[src/rtl/edge_event_shaper.sv]
// edge_event_shaper
// Turns single-cycle source events into a registered level train: one
// high-then-low pulse per event, with minimum high and low widths so every
// falling edge survives a downstream falling-edge resynchroniser.
// Bursts are queued in a saturating pending counter; lost events set a
// sticky ovf flag.
//
// Optional build macro: SHAPER_DROP_CNT_EN adds an 8-bit saturating count
// of dropped events (drop_cnt), cleared by clr_ovf.
//
// state  | meaning
// -------+------------------------------------------------------------
// IDLE   | level low, nothing in flight, waiting for an event/backlog
// HIGH   | level high for HIGH_CYC cycles
// LOW    | level low for LOW_CYC cycles (guaranteed gap before next)

module edge_event_shaper #(
    parameter int HIGH_CYC = 4,
    parameter int LOW_CYC  = 4,
    parameter int CNT_W    = 4
) (
    input  logic             srcclk,
    input  logic             srcreset,
    input  logic             evt_pulse,
    input  logic             clr_ovf,
    output logic             level_out,
    output logic             busy,
    output logic [CNT_W-1:0] pending,
`ifdef SHAPER_DROP_CNT_EN
    output logic [7:0]       drop_cnt,
`endif
    output logic             ovf
);

    localparam int MAX_CYC = (HIGH_CYC > LOW_CYC) ? HIGH_CYC : LOW_CYC;
    // Keep at least one bit so HIGH_CYC=LOW_CYC=1 still builds.
    localparam int TMR_W   = (MAX_CYC > 1) ? $clog2(MAX_CYC) : 1;

    localparam logic [TMR_W-1:0] HIGH_LOAD = TMR_W'(HIGH_CYC - 1);
    localparam logic [TMR_W-1:0] LOW_LOAD  = TMR_W'(LOW_CYC - 1);
    localparam logic [CNT_W-1:0] PEND_MAX  = '1;

    typedef enum logic [1:0] {
        S_IDLE = 2'd0,
        S_HIGH = 2'd1,
        S_LOW  = 2'd2
    } state_t;

    state_t           state_q, state_d;
    logic [TMR_W-1:0] timer_q, timer_d;
    logic             level_q, level_d;
    logic [CNT_W-1:0] pend_q, pend_d;
    logic             ovf_q, ovf_d;

    logic             want;
    logic             consume;
    logic             drop;

    // An event is available either from this cycle's pulse or the backlog.
    assign want = evt_pulse | (pend_q != '0);

    // State and timer registers.
    always_ff @(posedge srcclk or posedge srcreset) begin
        if (srcreset) begin
            state_q <= S_IDLE;
            timer_q <= '0;
        end else begin
            state_q <= state_d;
            timer_q <= timer_d;
        end
    end

    // Next-state and timer logic; flags the cycle in which an event is started.
    always_comb begin
        state_d = state_q;
        timer_d = timer_q;
        consume = 1'b0;
        case (state_q)
            S_IDLE: begin
                if (want) begin
                    state_d = S_HIGH;
                    timer_d = HIGH_LOAD;
                    consume = 1'b1;
                end
            end
            S_HIGH: begin
                if (timer_q == '0) begin
                    state_d = S_LOW;
                    timer_d = LOW_LOAD;
                end else begin
                    timer_d = timer_q - TMR_W'(1);
                end
            end
            S_LOW: begin
                if (timer_q == '0) begin
                    // Back-to-back under backlog: skip IDLE so the period is
                    // exactly HIGH_CYC+LOW_CYC.
                    if (want) begin
                        state_d = S_HIGH;
                        timer_d = HIGH_LOAD;
                        consume = 1'b1;
                    end else begin
                        state_d = S_IDLE;
                    end
                end else begin
                    timer_d = timer_q - TMR_W'(1);
                end
            end
            default: begin
                state_d = S_IDLE;
                timer_d = '0;
            end
        endcase
    end

    // Output decode from the next state, so level_out is a plain flop output.
    always_comb begin
        level_d = (state_d == S_HIGH);
    end

    // Output register feeding the resynchroniser.
    always_ff @(posedge srcclk or posedge srcreset) begin
        if (srcreset) begin
            level_q <= 1'b0;
        end else begin
            level_q <= level_d;
        end
    end

    // Pending counter arithmetic: consume takes from the backlog first; a
    // consume with an empty backlog is the current pulse bypassing the queue.
    always_comb begin
        pend_d = pend_q;
        drop   = 1'b0;
        if (consume) begin
            if ((pend_q != '0) && !evt_pulse) begin
                pend_d = pend_q - CNT_W'(1);
            end
        end else if (evt_pulse) begin
            if (pend_q == PEND_MAX) begin
                drop = 1'b1;
            end else begin
                pend_d = pend_q + CNT_W'(1);
            end
        end
        // A drop in the same cycle as a clear wins.
        ovf_d = drop | (ovf_q & ~clr_ovf);
    end

    // Pending counter and sticky overflow registers.
    always_ff @(posedge srcclk or posedge srcreset) begin
        if (srcreset) begin
            pend_q <= '0;
            ovf_q  <= 1'b0;
        end else begin
            pend_q <= pend_d;
            ovf_q  <= ovf_d;
        end
    end

`ifdef SHAPER_DROP_CNT_EN
    logic [7:0] drop_q, drop_d;

    // Saturating drop counter, cleared by clr_ovf unless a drop coincides.
    always_comb begin
        drop_d = drop_q;
        if (drop) begin
            if (clr_ovf) begin
                drop_d = 8'd1;
            end else if (drop_q != 8'hFF) begin
                drop_d = drop_q + 8'd1;
            end
        end else if (clr_ovf) begin
            drop_d = 8'd0;
        end
    end

    // Drop counter register.
    always_ff @(posedge srcclk or posedge srcreset) begin
        if (srcreset) begin
            drop_q <= 8'd0;
        end else begin
            drop_q <= drop_d;
        end
    end

    assign drop_cnt = drop_q;
`endif

    assign level_out = level_q;
    assign busy      = (state_q != S_IDLE);
    assign pending   = pend_q;
    assign ovf       = ovf_q;

endmodule

[config.mk]
export PLATFORM = sky130hd
export DESIGN_NAME = edge_event_shaper
export DESIGN_NICKNAME = d
export VERILOG_FILES = /design/src/rtl/edge_event_shaper.sv
export SDC_FILE = /design/constraint.sdc
export NUM_CORES = 1
export LEC_CHECK = 0
export BUFFER_PORTS_ARGS = -buffer_cell sky130_fd_sc_hd__buf_4
export CAP_MARGIN = 20
export CORE_AREA = 2 2 49 51
export CTS_BUF_LIST = sky130_fd_sc_hd__clkbuf_16
export DETAILED_ROUTE_END_ITERATION = 16
export DIE_AREA = 0 0 51 53
export GPL_TIMING_DRIVEN = 0
export HOLD_SLACK_MARGIN = 0.15
export PLACE_DENSITY = 0.45
export SYNTH_ARGS = -nofsm -noshare
export SYNTH_HDL_FRONTEND = slang
export SYNTH_SLANG_ARGS = --single-unit
[constraint.sdc]
create_clock -name srcclk -period 2.15 [get_ports srcclk]
set_input_delay 0.1075 -clock srcclk [delete_from_list [all_inputs] [get_ports srcclk]]
set_output_delay 0.1075 -clock srcclk [all_outputs]
set_load 0.02 [all_outputs]
== Word-level counts from Yosys, hierarchy flattened ==
Cells that the tools add are included.
Operators by class
  add/sub/neg operators: 3
  equal/unequal tests: 6
  multiplexer cells: 19
  bitwise gates (word level): 4
  reduce and logical (&&, ||, !) cells: 8
Operator list (count)
  two-way mux 4 bit: 4
  two-way mux 2 bit: 6
  case mux 2 bit (3 select lines): 2
  two-way mux 1 bit: 6
  adder 4 x 1 -> 4 bit, second input constant: 1
  == test 2 x 1 -> 1 bit, second input constant: 2
  == test 4 bit, second input constant: 1
  zero test 2 bit: 2
  nonzero test 2 bit: 2
  nonzero test 4 bit: 1
  subtractor 4 x 1 -> 4 bit, second input constant: 1
  AND reduction 3 bit: 1
  == test 2 bit, second input constant: 1
  inequality test 2 x 1 -> 1 bit, second input constant: 1
  inequality test 2 bit, second input constant: 1
  OR 1 bit: 2
  case mux 1 bit (2 select lines): 1
  subtractor 2 x 1 -> 2 bit, second input constant: 1
  AND 1 bit: 1
  logical AND 1 bit: 1
  zero test 1 bit: 1
  NOT 1 bit: 1
Word-level totals
  bits in registers: 10
  input port bits: 4
  output and inout port bits: 7
  word-level logic and storage cells: 45

== Longest topological paths before layout ==
  depth in word-level cells: 7
  gate-level depth with buffers: 11
  depth with buffers taken out: 10

== Worst setup path after synthesis ==
Ideal clock, no wire load.
  path kind: reg2reg
  from: register pend_q[0] (netlist: pending[0])
  to: register pend_q[2] (netlist: pending[2])
  setup time: 80 ps
  data arrival time: 2237 ps
  data required time: 2070 ps
  slack: -167 ps
  cell stages (with the launch flop): 9
  buffers on the path: 0
  period minus slack after synthesis: 2317 ps
  path through: dfrtp_1 -> or3_4 -> nor3_4 -> nor2_1 -> mux2_2 -> ha_1 -> or3_1 -> o31ai_1 -> xnor2_1
On the way
  cells in the longest elaborated chain, start to end: 7
  elaborated cells between the ends (all ways): 17
  those cells by class: 2 x add/sub; 3 x eq/ne; 7 x mux; 1 x bitwise; 4 x reduce/logical
Ends and longest elaborated chain
  from (decl): line 52  | logic [CNT_W-1:0] pend_q, pend_d;
  from (signal assigned): line 156  | pend_q <= pend_d;
  nonzero test 4 bit: line 60, 136
  OR 1 bit: line 60  | assign want = evt_pulse | (pend_q != '0);
  two-way mux 1 bit: line 80, 98
  two-way mux 1 bit: line 95  | if (timer_q == '0) begin
  case mux 1 bit (2 select lines): line 78  | case (state_q)
  inequality test 2 x 1 -> 1 bit (no source line), or another cell as far along
  AND reduction 3 bit (no source line)
Several ways; a longest one is shown, not always the timed one. The select of a mux whose other input is x is not followed.
A chain may end at the register's enable or synchronous reset.

== Final worst setup path ==
  from: register pend_q[1] (netlist: pending[1])
  to: register pend_q[2] (netlist: pending[2])
The elaborated chain is that of the path after synthesis.

==> flow_summary.json <==
{
  "status": "finished with violations",
  "violations": "negative setup slack",
  "synth_seq_area_share": 0.412,
  "fp.dieH_um": 53,
  "clkSinkCount": 10,
  "fin_skew_ns": 0.00131,
  "period_minus_slack_ns": 2.25,
  "power-per-cell-area_nw_per_um2": 1590,
  "multi_input_area_um2": 364,
  "critical-path-max-stage-delay_ns": 0.41,
  "slowest_stage": "or3_4",
  "io_pins": 11,
  "synth_edf_count": 0,
  "crit_type": "register to register",
  "cp.required_ns": 2.26,
  "cp-start-kind": "register",
  "die_w_um": 51,
  "dpl.cell_count": 94,
  "synth-seq-cells": 10,
  "worstPathCellList": "or3_4, nor3_4, nor2_1, mux2_4, ha_4, or3_4, o31ai_4, xnor2_1",
  "initial_core_util": 0.283,
  "io_buffers": 10,
  "instances_no_fill": 103,
  "drive_above_1_share": 0.467,
  "fin_ws_ns": -0.103,
  "grt.total_usage": 0.111,
  "clock_latency_ns": 0.23,
  "yosys.area_share.adder": 0.0617,
  "maxSlewHeadroom": 0.737,
  "nFillCells": 206,
  "clk_pin_slew_ns": 0.04,
  "cap_viol_max_count": 0,
  "cp.arrival_ns": 2.36,
  "antennaDiodeCount": 0,
  "setup_viol": 1,
  "grt_pass1_vias": 501,
  "dr.pass1.iters": 4,
  "syn_area_um2": 608,
  "fin_setup_tns_ns": -0.103,
  "grt_pass1_wl_mm": 2.19,
  "viasPerCell": 4.62,
  "grt_max_degree": 11,
  "cts_tree": "built",
  "globalplace.congestion": 0.673,
  "cpMostUsedCell": "or3_4",
  "p_leak_nw": 0.377,
  "grt-ovfl-total": 0,
  "cts_inserted_buffers": 3,
  "drt_iter0_drc": 3,
  "cp_top_family": "simple AND/OR/NAND/NOR gates",
  "num_vias": 476,
  "synth_warnings": 0,
  "drc": 0,
  "nNetsFinal": 83,
  "period_share": 1.05,
  "seqCellArea_um2": 253,
  "wirelength_mm": 1.22,
  "fmax_mhz": 444,
  "tightest_slew_ns": 0.394,
  "crit_fanout": 3,
  "finalMaxSlewViolations": 0,
  "area_growth_pct": 45.7,
  "dieArea_um2": 2700,
  "core_area_um2": 2150,
  "hold_path_class": "input port to register",
  "antenna_found_initial": 0,
  "critPathBufInv": 0,
  "hold_viol": 0,
  "clock_path_buffers": 2,
  "synth-xor-area-share": 0.0288,
  "end_kind": "register",
  "synth_mux_area_frac": 0.0432,
  "synth-compound-area-share": 0.181,
  "avgSynthCellArea_um2": 10.9,
  "htreeDepth": 1,
  "synth_cell_types": 28,
  "wire_per_inst_um": 11.9,
  "dp_hpwl_um": 809,
  "cts_root_buffer": "clkbuf_16",
  "synth_nets": 63,
  "async_flop_share": 1.00,
  "synth_top_family_by_area": "simple AND/OR/NAND/NOR gates",
  "grt_setup_unrepaired": "true",
  "ys.flop_type": "dfrtp_1",
  "ant_nets": 0,
  "rows": 17,
  "ir_drop_mv": 0.657,
  "synthSimpleGateAreaFrac": 0.206,
  "postSynthCellCount": 56
}
==> sequential cells by signal, indices dropped and copies added (netlist names) <==
name	cells
level_out	1
pending	4
ovf	1
timer_q	2
state_q	2
==> path summary, 6_finish.rpt <==
check | depth (start not counted) | slack (ns) | start | endpoint
max | 8 | -0.10 | pending[1]$_DFFE_PP0P_ | pending[2]$_DFFE_PP0P_
min | 3 | 0.18 | evt_pulse | ovf$_DFF_PP0_
max reg2reg | 8 | -0.10 | pending[1]$_DFFE_PP0P_ | pending[2]$_DFFE_PP0P_
min reg2reg | 2 | 0.54 | timer_q[1]$_DFF_PP0_ | timer_q[1]$_DFF_PP0_
max in group asynchronous | 3 | 1.43 | srcreset | pending[0]$_DFFE_PP0P_
min in group asynchronous | 3 | 0.42 | srcreset | state_q[0]$_DFF_PP0_
==> per-layer routing <==
metal / track usage / vias up / wire length [µm]
li1: - / 241 / -
met1: 0.140 / 225 / 544
met2: 0.184 / 8 / 630
met3: 0.0254 / 2 / 37
met4: 0.0405 / 0 / 8
met5: 0 / - / 0
==> worst min-delay path: stages <==
cell	delay (ns)
buf_4	0.14
nand2_1	0.06
o22ai_1	0.06
==> repair_timing <==
action | CTS | global route
cloned | 0 | 0
pin swaps | 1 | 5
hold buffers | 2 | 0
setup buffers | 3 | 1
gates resized for setup | 2 | 6
endpoints found under the setup margin | 1 | 1
endpoints found under the hold margin | 11 | 0
==> final cells by class <==
| type | instances | share of cell area |
|---|---|---|
| buffer | 1 | 0.00847 |
| clock inverter | 1 | 0.00424 |
| tap | 28 | 0.0395 |
| timing repair buffer | 16 | 0.141 |
| multi-input combinational | 38 | 0.411 |
| sequential | 10 | 0.285 |
| inverter | 6 | 0.0254 |
| clock buffer | 3 | 0.0847 |
==> synthesized netlist by cell type (2+ instances only) <==
| master | count | share of area |
|---|---|---|
| nor2_1 | 3 | 0.019 |
| ha_1 | 3 | 0.062 |
| nand2b_4 | 2 | 0.045 |
| xnor2_1 | 2 | 0.029 |
| o31ai_1 | 2 | 0.025 |
| o21ai_0 | 5 | 0.041 |
| nand2_1 | 2 | 0.012 |
| a211oi_1 | 2 | 0.025 |
| dfrtp_1 | 10 | 0.41 |
| inv_1 | 6 | 0.037 |
| or3_4 | 2 | 0.037 |
==> report_power, final <==
part / switching (mW) / leakage [nW] / internal (mW) / total [mW]
Combinational: 0.358 / 0.227 / 0.377 / 0.735
Clock: 0.0789 / 0.0385 / 0.243 / 0.322
Sequential: 0.0714 / 0.112 / 0.277 / 0.348
==> logic make-up after synthesis <==
logic type               count (synthesis)
flip-flops                              10
adder cells (fa/ha/maj)                  3
multiplexers                             2
buffers and inverters                    8
XOR/XNOR                                 2
AND/OR/NAND/NOR                         16
AO/OA/AOI/OAI                           15
==> per-stage QoR <==
step / setup slack (ns) / hold WS (ns) / power, mW / instance area, µm² / utilization
3_5_place_dp: -0.182 / 0.128 / 0.972 / 726 / 0.338
6_report: -0.103 / 0.182 / 1.41 / 886 / 0.412
2_1_floorplan: -0.121 / -0.0525 / 0.805 / 616 / -
4_1_cts: -0.114 / 0.174 / 1.35 / 852 / 0.397
5_1_grt: -0.175 / 0.205 / 1.54 / 886 / 0.412
3_3_place_gp: -0.189 / 0.133 / 0.969 / 726 / 0.338
==> cells in the final DEF, fill, tap and decap left out, drive strengths merged <==
master | synthesis | routed
o21ai | 5 | 5
or3 | 3 | 3
and2b | 1 | 1
o31ai | 2 | 2
nor3 | 2 | 2
clkinv | 0 | 1
a31oi | 1 | 1
nor2 | 4 | 4
nand4 | 1 | 1
xnor2 | 2 | 2
o211ai | 1 | 1
o2111ai | 1 | 1
mux2 | 2 | 2
ha | 3 | 3
nand3b | 1 | 1
inv | 6 | 6
clkbuf | 0 | 3
dlygate4sd3 | 0 | 2
o22ai | 1 | 1
o31a | 1 | 1
nand2b | 2 | 2
dfrtp | 10 | 10
nand2 | 2 | 2
a211oi | 2 | 2
a41oi | 1 | 1
buf | 2 | 15
(Power assumes the default switching activity.)
